### config.mk
export PLATFORM = sky130hd
export DESIGN_NAME = spi_transmit
export DESIGN_NICKNAME = d
export VERILOG_FILES = /design/src/rtl/spi_transmit.sv
export SDC_FILE = /design/constraint.sdc
export NUM_CORES = 1
export LEC_CHECK = 0
export ABC_CLOCK_PERIOD_IN_PS = 4100
export CORE_MARGIN = 3
export CORE_UTILIZATION = 45
export DETAILED_ROUTE_END_ITERATION = 6
export GPL_TIMING_DRIVEN = 0
export PLACE_DENSITY = 0.8
export REMOVE_ABC_BUFFERS = 1
export SLEW_MARGIN = 20
export SYNTH_ARGS = -nofsm -noshare
export SYNTH_HDL_FRONTEND = slang
export SYNTH_SLANG_ARGS = --single-unit
### constraint.sdc
create_clock -name clk -period 4.1 [get_ports clk]
set_clock_uncertainty 0.1 [all_clocks]
set_input_delay 0.615 -clock clk [delete_from_list [all_inputs] [get_ports clk]]
set_output_delay 0.615 -clock clk [all_outputs]
set_load 0.02 [all_outputs]
### src/rtl/spi_transmit.sv
// Dual-channel SPI transmitter for the PmodDA2 (two DAC121S101). Shifts one 16-bit
// frame per channel, MSB first, on two data lines sharing sclk and sync_n.
module spi_transmit #(
  parameter int HALF_PERIOD = 2,
  parameter int SYNC_GAP    = 1
) (
  input  logic        clk,
  input  logic        rst,
  input  logic        start,
  input  logic [11:0] data1,
  input  logic [11:0] data2,
  input  logic [1:0]  pd,
  output logic        sdata1,
  output logic        sdata2,
  output logic        sclk,
  output logic        sync_n,
  output logic        done
);

  localparam int DIV_W   = (HALF_PERIOD > 1) ? $clog2(HALF_PERIOD) : 1;
  localparam int GAP_LEN = 2 * HALF_PERIOD * SYNC_GAP;
  localparam int GAP_W   = $clog2(GAP_LEN);

  localparam logic [DIV_W-1:0] DIV_TC = DIV_W'(HALF_PERIOD - 1);
  localparam logic [GAP_W-1:0] GAP_TC = GAP_W'(GAP_LEN - 1);

  localparam logic [1:0] IDLE  = 2'd0;
  localparam logic [1:0] SHIFT = 2'd1;
  localparam logic [1:0] GAP   = 2'd2;

  logic [1:0]       state_r;
  logic [DIV_W-1:0] div_cnt_r;
  logic [3:0]       bit_cnt_r;
  logic [GAP_W-1:0] gap_cnt_r;
  logic [15:0]      sh1_r;
  logic [15:0]      sh2_r;
  logic             sclk_r;
  logic             sync_n_r;
  logic             done_r;

  logic [15:0]      frame1_s;
  logic [15:0]      frame2_s;
  logic             div_tc_s;
  logic             gap_tc_s;
  logic             load_s;

  // Frame assembly and load decision; a start still held at the end of the gap
  // chains straight into the next frame so the sync_n gap is exactly GAP_LEN.
  always_comb begin
    frame1_s = {2'b00, pd, data1};
    frame2_s = {2'b00, pd, data2};
    div_tc_s = (div_cnt_r == DIV_TC);
    gap_tc_s = (gap_cnt_r == GAP_TC);
    load_s   = 1'b0;
    case (state_r)
      IDLE:    load_s = start;
      GAP:     load_s = start & gap_tc_s;
      default: load_s = 1'b0;
    endcase
  end

  // Frame sequencer, sclk divider and the two output shift registers.
  always_ff @(posedge clk or posedge rst) begin
    if (rst) begin
      state_r   <= IDLE;
      div_cnt_r <= '0;
      bit_cnt_r <= 4'd0;
      gap_cnt_r <= '0;
      sh1_r     <= 16'd0;
      sh2_r     <= 16'd0;
      sclk_r    <= 1'b1;
      sync_n_r  <= 1'b1;
      done_r    <= 1'b1;
    end else if (load_s) begin
      state_r   <= SHIFT;
      div_cnt_r <= '0;
      bit_cnt_r <= 4'd0;
      gap_cnt_r <= '0;
      sh1_r     <= frame1_s;
      sh2_r     <= frame2_s;
      sclk_r    <= 1'b1;
      sync_n_r  <= 1'b0;
      done_r    <= 1'b0;
    end else begin
      case (state_r)
        IDLE: begin
          sclk_r   <= 1'b1;
          sync_n_r <= 1'b1;
          done_r   <= 1'b1;
        end
        SHIFT: begin
          if (div_tc_s) begin
            div_cnt_r <= '0;
            sclk_r    <= ~sclk_r;
            if (sclk_r) begin
              bit_cnt_r <= bit_cnt_r + 4'd1;
            end else if (bit_cnt_r == 4'd0) begin
              // bit counter wrapped: this rising edge follows the 16th fall
              state_r   <= GAP;
              gap_cnt_r <= '0;
              sync_n_r  <= 1'b1;
              sh1_r     <= 16'd0;
              sh2_r     <= 16'd0;
            end else begin
              sh1_r <= {sh1_r[14:0], 1'b0};
              sh2_r <= {sh2_r[14:0], 1'b0};
            end
          end else begin
            div_cnt_r <= div_cnt_r + DIV_W'(1);
          end
        end
        GAP: begin
          sclk_r   <= 1'b1;
          sync_n_r <= 1'b1;
          if (gap_tc_s) begin
            state_r   <= IDLE;
            gap_cnt_r <= '0;
            done_r    <= 1'b1;
          end else begin
            gap_cnt_r <= gap_cnt_r + GAP_W'(1);
          end
        end
        default: begin
          state_r  <= IDLE;
          sclk_r   <= 1'b1;
          sync_n_r <= 1'b1;
          done_r   <= 1'b1;
        end
      endcase
    end
  end

  assign sdata1 = sh1_r[15];
  assign sdata2 = sh2_r[15];
  assign sclk   = sclk_r;
  assign sync_n = sync_n_r;
  assign done   = done_r;

endmodule

==> impl_metrics.py, run 1 <==
metrics = {
    "status": {
        "status": "finished clean",
    },
    "setup_path": {
        "critPathKind": "reg -> reg",
        "cp_top_family": "compound AO/OA/AOI/OAI gates",
        "crit_buf_inv": 0,
        "reg2reg_from": "gap_cnt_r[0]",
        "endpoint_kind": "flop",
        "worstPathCellList": "ha_1 > and2b_1 > o22ai_2 > a31oi_1",
        "start_kind": "flop",
        "slowest_delay_ps": 1000,
        "worstSetupStartpoint": "gap_cnt_r[0]",
        "required_ps": 4120,
        "crit_slowest_cell": "o22ai_2",
        "cp_max_fo": 30,
        "worstPathArrival_ps": 2720,
    },
    "placement": {
        "post-place-cells": 312,
        "gp_congestion": 0.778,
        "port_buffers": 33,
        "hpwl_mm": 3.26,
        "post-place-ws_ps": 1250,
    },
    "clock_network": {
        "htreeDepth": 2,
        "cts.clk_slew.worst_paths_ps": 80,
        "ctsHoldBuffers": 0,
        "worstSkewPairLatency_ps": 300,
        "cts-root-buf": "clkbuf_8",
        "post_cts_buffers": 0,
        "clock_sinks": 44,
        "ctsResizeCount": 0,
        "clock_path_buffers": 2,
        "cts_tree": "yes",
        "cts_buffers": 5,
    },
    "final_layout": {
        "fillers": 472,
        "nets": 281,
        "diodes": 0,
        "syn2layout_area_growth_pct": 16.9,
        "drive_gt1_share_pct": 9.64,
        "finalNonFillerCells": 319,
    },
    "sta": {
        "fin_setup_tns_ps": 0,
        "fin_ws_ps": 1410,
        "setup_viol": 0,
        "min_period_ps": 2690,
        "min_period_over_period_pct": 65.7,
        "hold_slack_ps": 405,
        "slew_headroom_pct": 25.6,
        "maxSlewViolCount": 0,
        "clock.fmax_ghz": 0.371,
        "tightest_slew_ps": 1120,
        "hold_viol_final": 0,
        "rsz0062_at_grt": "no",
    },
    "global_routing": {
        "grt.overflow.total": 0,
        "antenna_found_initial": 0,
        "grt_pass1_vias": 1831,
        "grt_pass1_wl_mm": 8.94,
        "grt_max_degree": 38,
        "grtUsageTotal_pct": 17.7,
    },
    "drt": {
        "drtIter0Drc": 216,
        "ant_nets": 0,
        "via_per_inst": 6.24,
        "drcViolationCount": 0,
        "wl_met2_mm": 2.49,
        "drt-total-wl_mm": 5.28,
        "top_layer_used": "met4",
        "route.vias.total": 1991,
        "wl_met3_um": 299,
        "avgRoutedWirePerCell_um": 16.5,
        "wl_met1_mm": 2.41,
        "drt_pre_antenna_iters": 5,
    },
    "pwr": {
        "power_per_cell_area_nw_per_um2": 760,
        "leakagePower_nw": 1.05,
        "vdd_drop_max_uv": 339,
        "combPwrFrac_pct": 48.7,
        "p_sw_uw": 906,
        "clock_power_share_pct": 13.8,
        "p_sw_share_pct": 42.4,
        "internal-power_mw": 1.23,
        "total_power_mw": 2.14,
        "p_seq_share_pct": 37.5,
    },
    "yosys": {
        "netlist_instances": 237,
        "syn_area_per_cell_um2": 10.2,
        "ys_types": 42,
        "synth_area_um2": 2410,
        "synth-main-ff-cell": "dfrtp_1",
        "synth-seq-cells": 44,
        "synth_edf_count": 0,
        "ys_seq_area_share_pct": 45.9,
        "yosys_warnings": 0,
        "ys_async_sr_fraction_pct": 100,
    },
    "floorplan": {
        "start_util_pct": 46.9,
        "rows": 26,
        "fp.dieArea_um2": 6270,
        "ios": 34,
        "die_w_um": 79.2,
        "coreArea_um2": 5140,
        "die_h_um": 79.2,
    },
    "hold_path": {
        "min_from": "sh1_r[14]",
        "hold_path.class": "reg -> reg",
    },
    "job": {
        "drv_cap": 0,
    },
}
-- synthesized netlist by cell type, drive strengths merged, types with 3 or more instances --
cell type   n  area share [%]
dfrtp      41              43
nor2        9             1.5
nand3      25             5.2
o211ai     26             8.1
a21oi       4            0.99
nand2b      6             1.9
o22ai       3             1.0
buf        24             6.5
a22o        6             2.2
a31oi      26             6.8
ha          3             1.6
clkbuf      7             1.2
a211oi     26             8.1
dfstp       3             3.3
inv         5            0.78
o21ai       3            0.62
-- worst register-to-register path, stage by stage, from the launching register on --
cell and delay [ps]:
dfrtp_1 410, ha_1 240, and2b_1 580, o22ai_2 1000
a31oi_1 200
-- path summary, 6_finish.rpt --
kind	cells after the start	slack (ps)	end
setup / recovery	4	1410	sh2_r[1]
hold / removal	1	400	sh1_r[15]
setup reg to reg	4	1410	sh2_r[1]
hold reg to reg	1	400	sh1_r[15]
max in group asynchronous	3	2900	sh2_r[5]
min in group asynchronous	2	530	sh1_r[0]
-- layout make-up --
cell class	instances	area (um2)	share of cell area, %
tap	70	87.6	3.11
clock buffer	7	96.3	3.42
inverter	5	18.8	0.667
timing repair buffer	36	398	14.1
multi-input combinational	157	1110	39.4
sequential	44	1100	39.2
-- cells in the final DEF, fill, tap and decap left out, types with 2 or more instances in the layout --
cell | Yosys | layout
nor3_1 | 2 | 2
o21ai_0 | 2 | 2
a21oi_1 | 3 | 3
o22ai_1 | 2 | 2
a31oi_1 | 26 | 26
a22o_1 | 6 | 6
nor2_1 | 8 | 8
clkbuf_8 | 0 | 7
a211oi_1 | 26 | 26
nand2b_1 | 5 | 4
o211ai_1 | 26 | 26
buf_12 | 0 | 2
dfrtp_1 | 41 | 41
clkdlybuf4s50_1 | 0 | 33
nand3_1 | 25 | 25
inv_1 | 5 | 4
ha_1 | 3 | 3
dfstp_2 | 3 | 3
or3_1 | 2 | 2
-- metal layers --
metal / vias to the layer above / GRT usage, %
met5: - / 0
met4: 0 / 5.50
met3: 9 / 3.85
met2: 60 / 27.0
met1: 984 / 25.1
li1: 938 / -
-- power groups by stage --
stage	logic [mW]	registers [mW]	clock network, mW
2_1_floorplan	0.730	0.790	0
3_3_place_gp	0.978	0.790	0
3_5_place_dp	1.04	0.805	0
4_1_cts	1.04	0.798	0.301
5_1_grt	1.16	0.826	0.315
6_report	1.04	0.801	0.295
-- through the flow --
stage,cell area [um2],utilization [%]
floorplan,2220,-
global placement,2640,51.4
CTS,2820,54.8
detailed placement,2720,52.9
finish,2820,54.8
global route,2820,54.8
-- kinds of logic after synthesis --
family / count (synthesis) / synth area share (%)
buffers and inverters: 36 / 8.47
multiplexers: 1 / 0.416
flip-flops: 44 / 45.9
AND/OR/NAND/NOR: 53 / 13.4
XOR/XNOR: 2 / 0.727
AO/OA/AOI/OAI: 98 / 29.6
adder cells (fa/ha/maj): 3 / 1.56
-- registers in the layout, summed over array words and instances, names as in the netlist --
name / flops
state_r: 2
done: 1
sync_n: 1
sclk: 1
sh2_r: 16
div_cnt_r: 1
gap_cnt_r: 2
sh1_r: 16
bit_cnt_r: 4
Power figures use the tool's default switching activity.
==> run 2: changes to the inputs <==
- ABC_CLOCK_PERIOD_IN_PS: 4100 -> 2200
- PLACE_DENSITY: 0.8 -> 0.82
- clock period: 4.1 -> 2.2 ns (I/O delays scaled with it)
==> run 2 against run 1 <==
Net effect:
- clock power is 110% higher
- utilization rose by 0.83 points
- via count is 0.30% higher
- fmax rose by 32%
==> impl_metrics.py, run 2 (synthesized netlist as in run 1, its figures left out) <==
metrics = {
    "sta": {
        "min_period_ps": 2050,
        "setup_viol": 0,
        "clock.fmax_ghz": 0.488,
        "fin_ws_ps": 153,
        "min_period_over_period_pct": 93.1,
        "maxSlewViolCount": 0,
        "slew_headroom_pct": 55.5,
        "rsz0062_at_grt": "no",
        "tightest_slew_ps": 668,
        "hold_viol_final": 0,
        "fin_setup_tns_ps": 0,
    },
    "setup_path": {
        "start_kind": "flop",
        "regToRegSetupSlack_ps": 150,
        "critPathKind": "reg -> reg",
        "endpoint_kind": "flop",
        "worstPathArrival_ps": 2160,
        "cp_max_fo": 31,
        "required_ps": 2310,
    },
    "final_layout": {
        "syn2layout_area_growth_pct": 18.6,
        "diodes": 0,
        "layout_common_cells": "41 x dfrtp_1, 33 x clkdlybuf4s50_1, 26 x o211ai_1, 26 x a211oi_1, 26 x a31oi_1",
        "fillers": 484,
        "largestRegisters": "sh1_r x16, sh2_r x16, bit_cnt_r x4",
        "layout_commonest_cell": "dfrtp_1",
        "drive_gt1_share_pct": 11.2,
        "final_area_um2": 2860,
        "nets": 282,
    },
    "drt": {
        "drt-total-wl_mm": 5.47,
        "drcViolationCount": 0,
        "route.vias.total": 1997,
        "ant_nets": 0,
        "drt_pre_antenna_iters": 4,
        "via_per_inst": 6.22,
        "drtIter0Drc": 171,
        "avgRoutedWirePerCell_um": 17.0,
    },
    "status": {
        "status": "finished clean",
    },
    "floorplan": {
        "rows": 26,
        "coreArea_um2": 5140,
        "die_h_um": 79.2,
        "start_util_pct": 46.9,
        "ios": 34,
        "die_w_um": 79.2,
        "fp.dieArea_um2": 6270,
    },
    "global_routing": {
        "antenna_found_initial": 0,
        "grt_max_degree": 37,
        "grt.overflow.total": 0,
        "grt_pass1_vias": 1855,
        "grtUsageTotal_pct": 17.6,
        "grt_pass1_wl_mm": 8.83,
    },
    "clock_network": {
        "htreeDepth": 2,
        "cts-root-buf": "clkbuf_8",
        "cts.clk_slew.worst_paths_ps": 80,
        "clock_path_buffers": 2,
        "cts_tree": "yes",
        "cts_buffers": 5,
        "worstSkewPairLatency_ps": 300,
        "ctsHoldBuffers": 0,
        "clock_sinks": 44,
    },
    "pwr": {
        "power_per_cell_area_nw_per_um2": 1450,
        "leakagePower_nw": 1.05,
        "vdd_drop_max_uv": 728,
    },
    "job": {
        "drv_cap": 0,
    },
    "placement": {
        "port_buffers": 33,
        "gp_congestion": 0.732,
        "dpl_cell_area_um2": 2720,
        "hpwl_mm": 3.24,
        "post-place-ws_ps": -486,
    },
    "hold_path": {
        "hold_path.class": "in -> async",
    },
}
==> run 2: final timing paths <==
path | startpoint | to | cells after the start
min reg2reg | sh1_r[13] | sh1_r[14] | 1
max reg2reg | gap_cnt_r[0] | sh2_r[1] | 4
min | rst | sh1_r[15] | 2
min in group clk | sh1_r[13] | sh1_r[14] | 1
max | gap_cnt_r[0] | sh2_r[1] | 4
max in group asynchronous | rst | sync_n | 3
==> run 2: per-stage QoR <==
stage                     utilization, %  hold WS, ps  power (mW)  instances
final                               55.6          169        4.14        321
after global routing                55.6          194        4.45        321
after CTS                           55.2          179        4.07        320
after detailed placement            52.9          386        3.44        312
after global placement              51.4          380        3.30        309
after floorplan                        -          366        2.83        206
==> run 2: timing repair <==
item,4_1_cts,5_1_grt
cloned,0,1
gates resized for setup,4,2
endpoints found under the setup margin,33,30
pin swaps,0,1
buffers inserted,0,0
==> run 2: cell type report <==
cell class	instances	area [um2]	area share [%]
Sequential cell	44	1100	38.7
Inverter	5	18.8	0.657
Tap cell	70	87.6	3.06
Clock buffer	6	72.6	2.54
Clock inverter	2	35.0	1.23
Timing Repair Buffer	36	398	13.9
Multi-Input combinational cell	158	1140	39.9
==> run 2: metal layers <==
metal | share of wire, % | wire length [um] | GRT usage [%] | vias up
met5 | 0 | 0 | 0 | -
met4 | 0.73 | 40 | 5.33 | 0
met3 | 4.2 | 228 | 4.08 | 5
met2 | 48 | 2600 | 27.8 | 55
met1 | 47 | 2590 | 24.1 | 986
li1 | - | - | - | 951
==> run 2: power breakdown <==
part           total [mW]  internal, mW  switching [mW]
Combinational        2.04         0.841            1.20
Clock               0.612         0.337           0.275
Sequential           1.49          1.21           0.285
Total                4.14          2.39            1.76
==> run 2: critical path: stages, from the launching register on <==
cell	delay, ps
dfrtp_1	420
ha_1	260
and2b_2	670
o22ai_4	290
a31oi_1	230
==> run 3: changes to the inputs <==
- SKIP_LAST_GASP: default -> 1
==> results of run 3 <==
The final DEF is identical to that of run 2; final timing and power are the same.
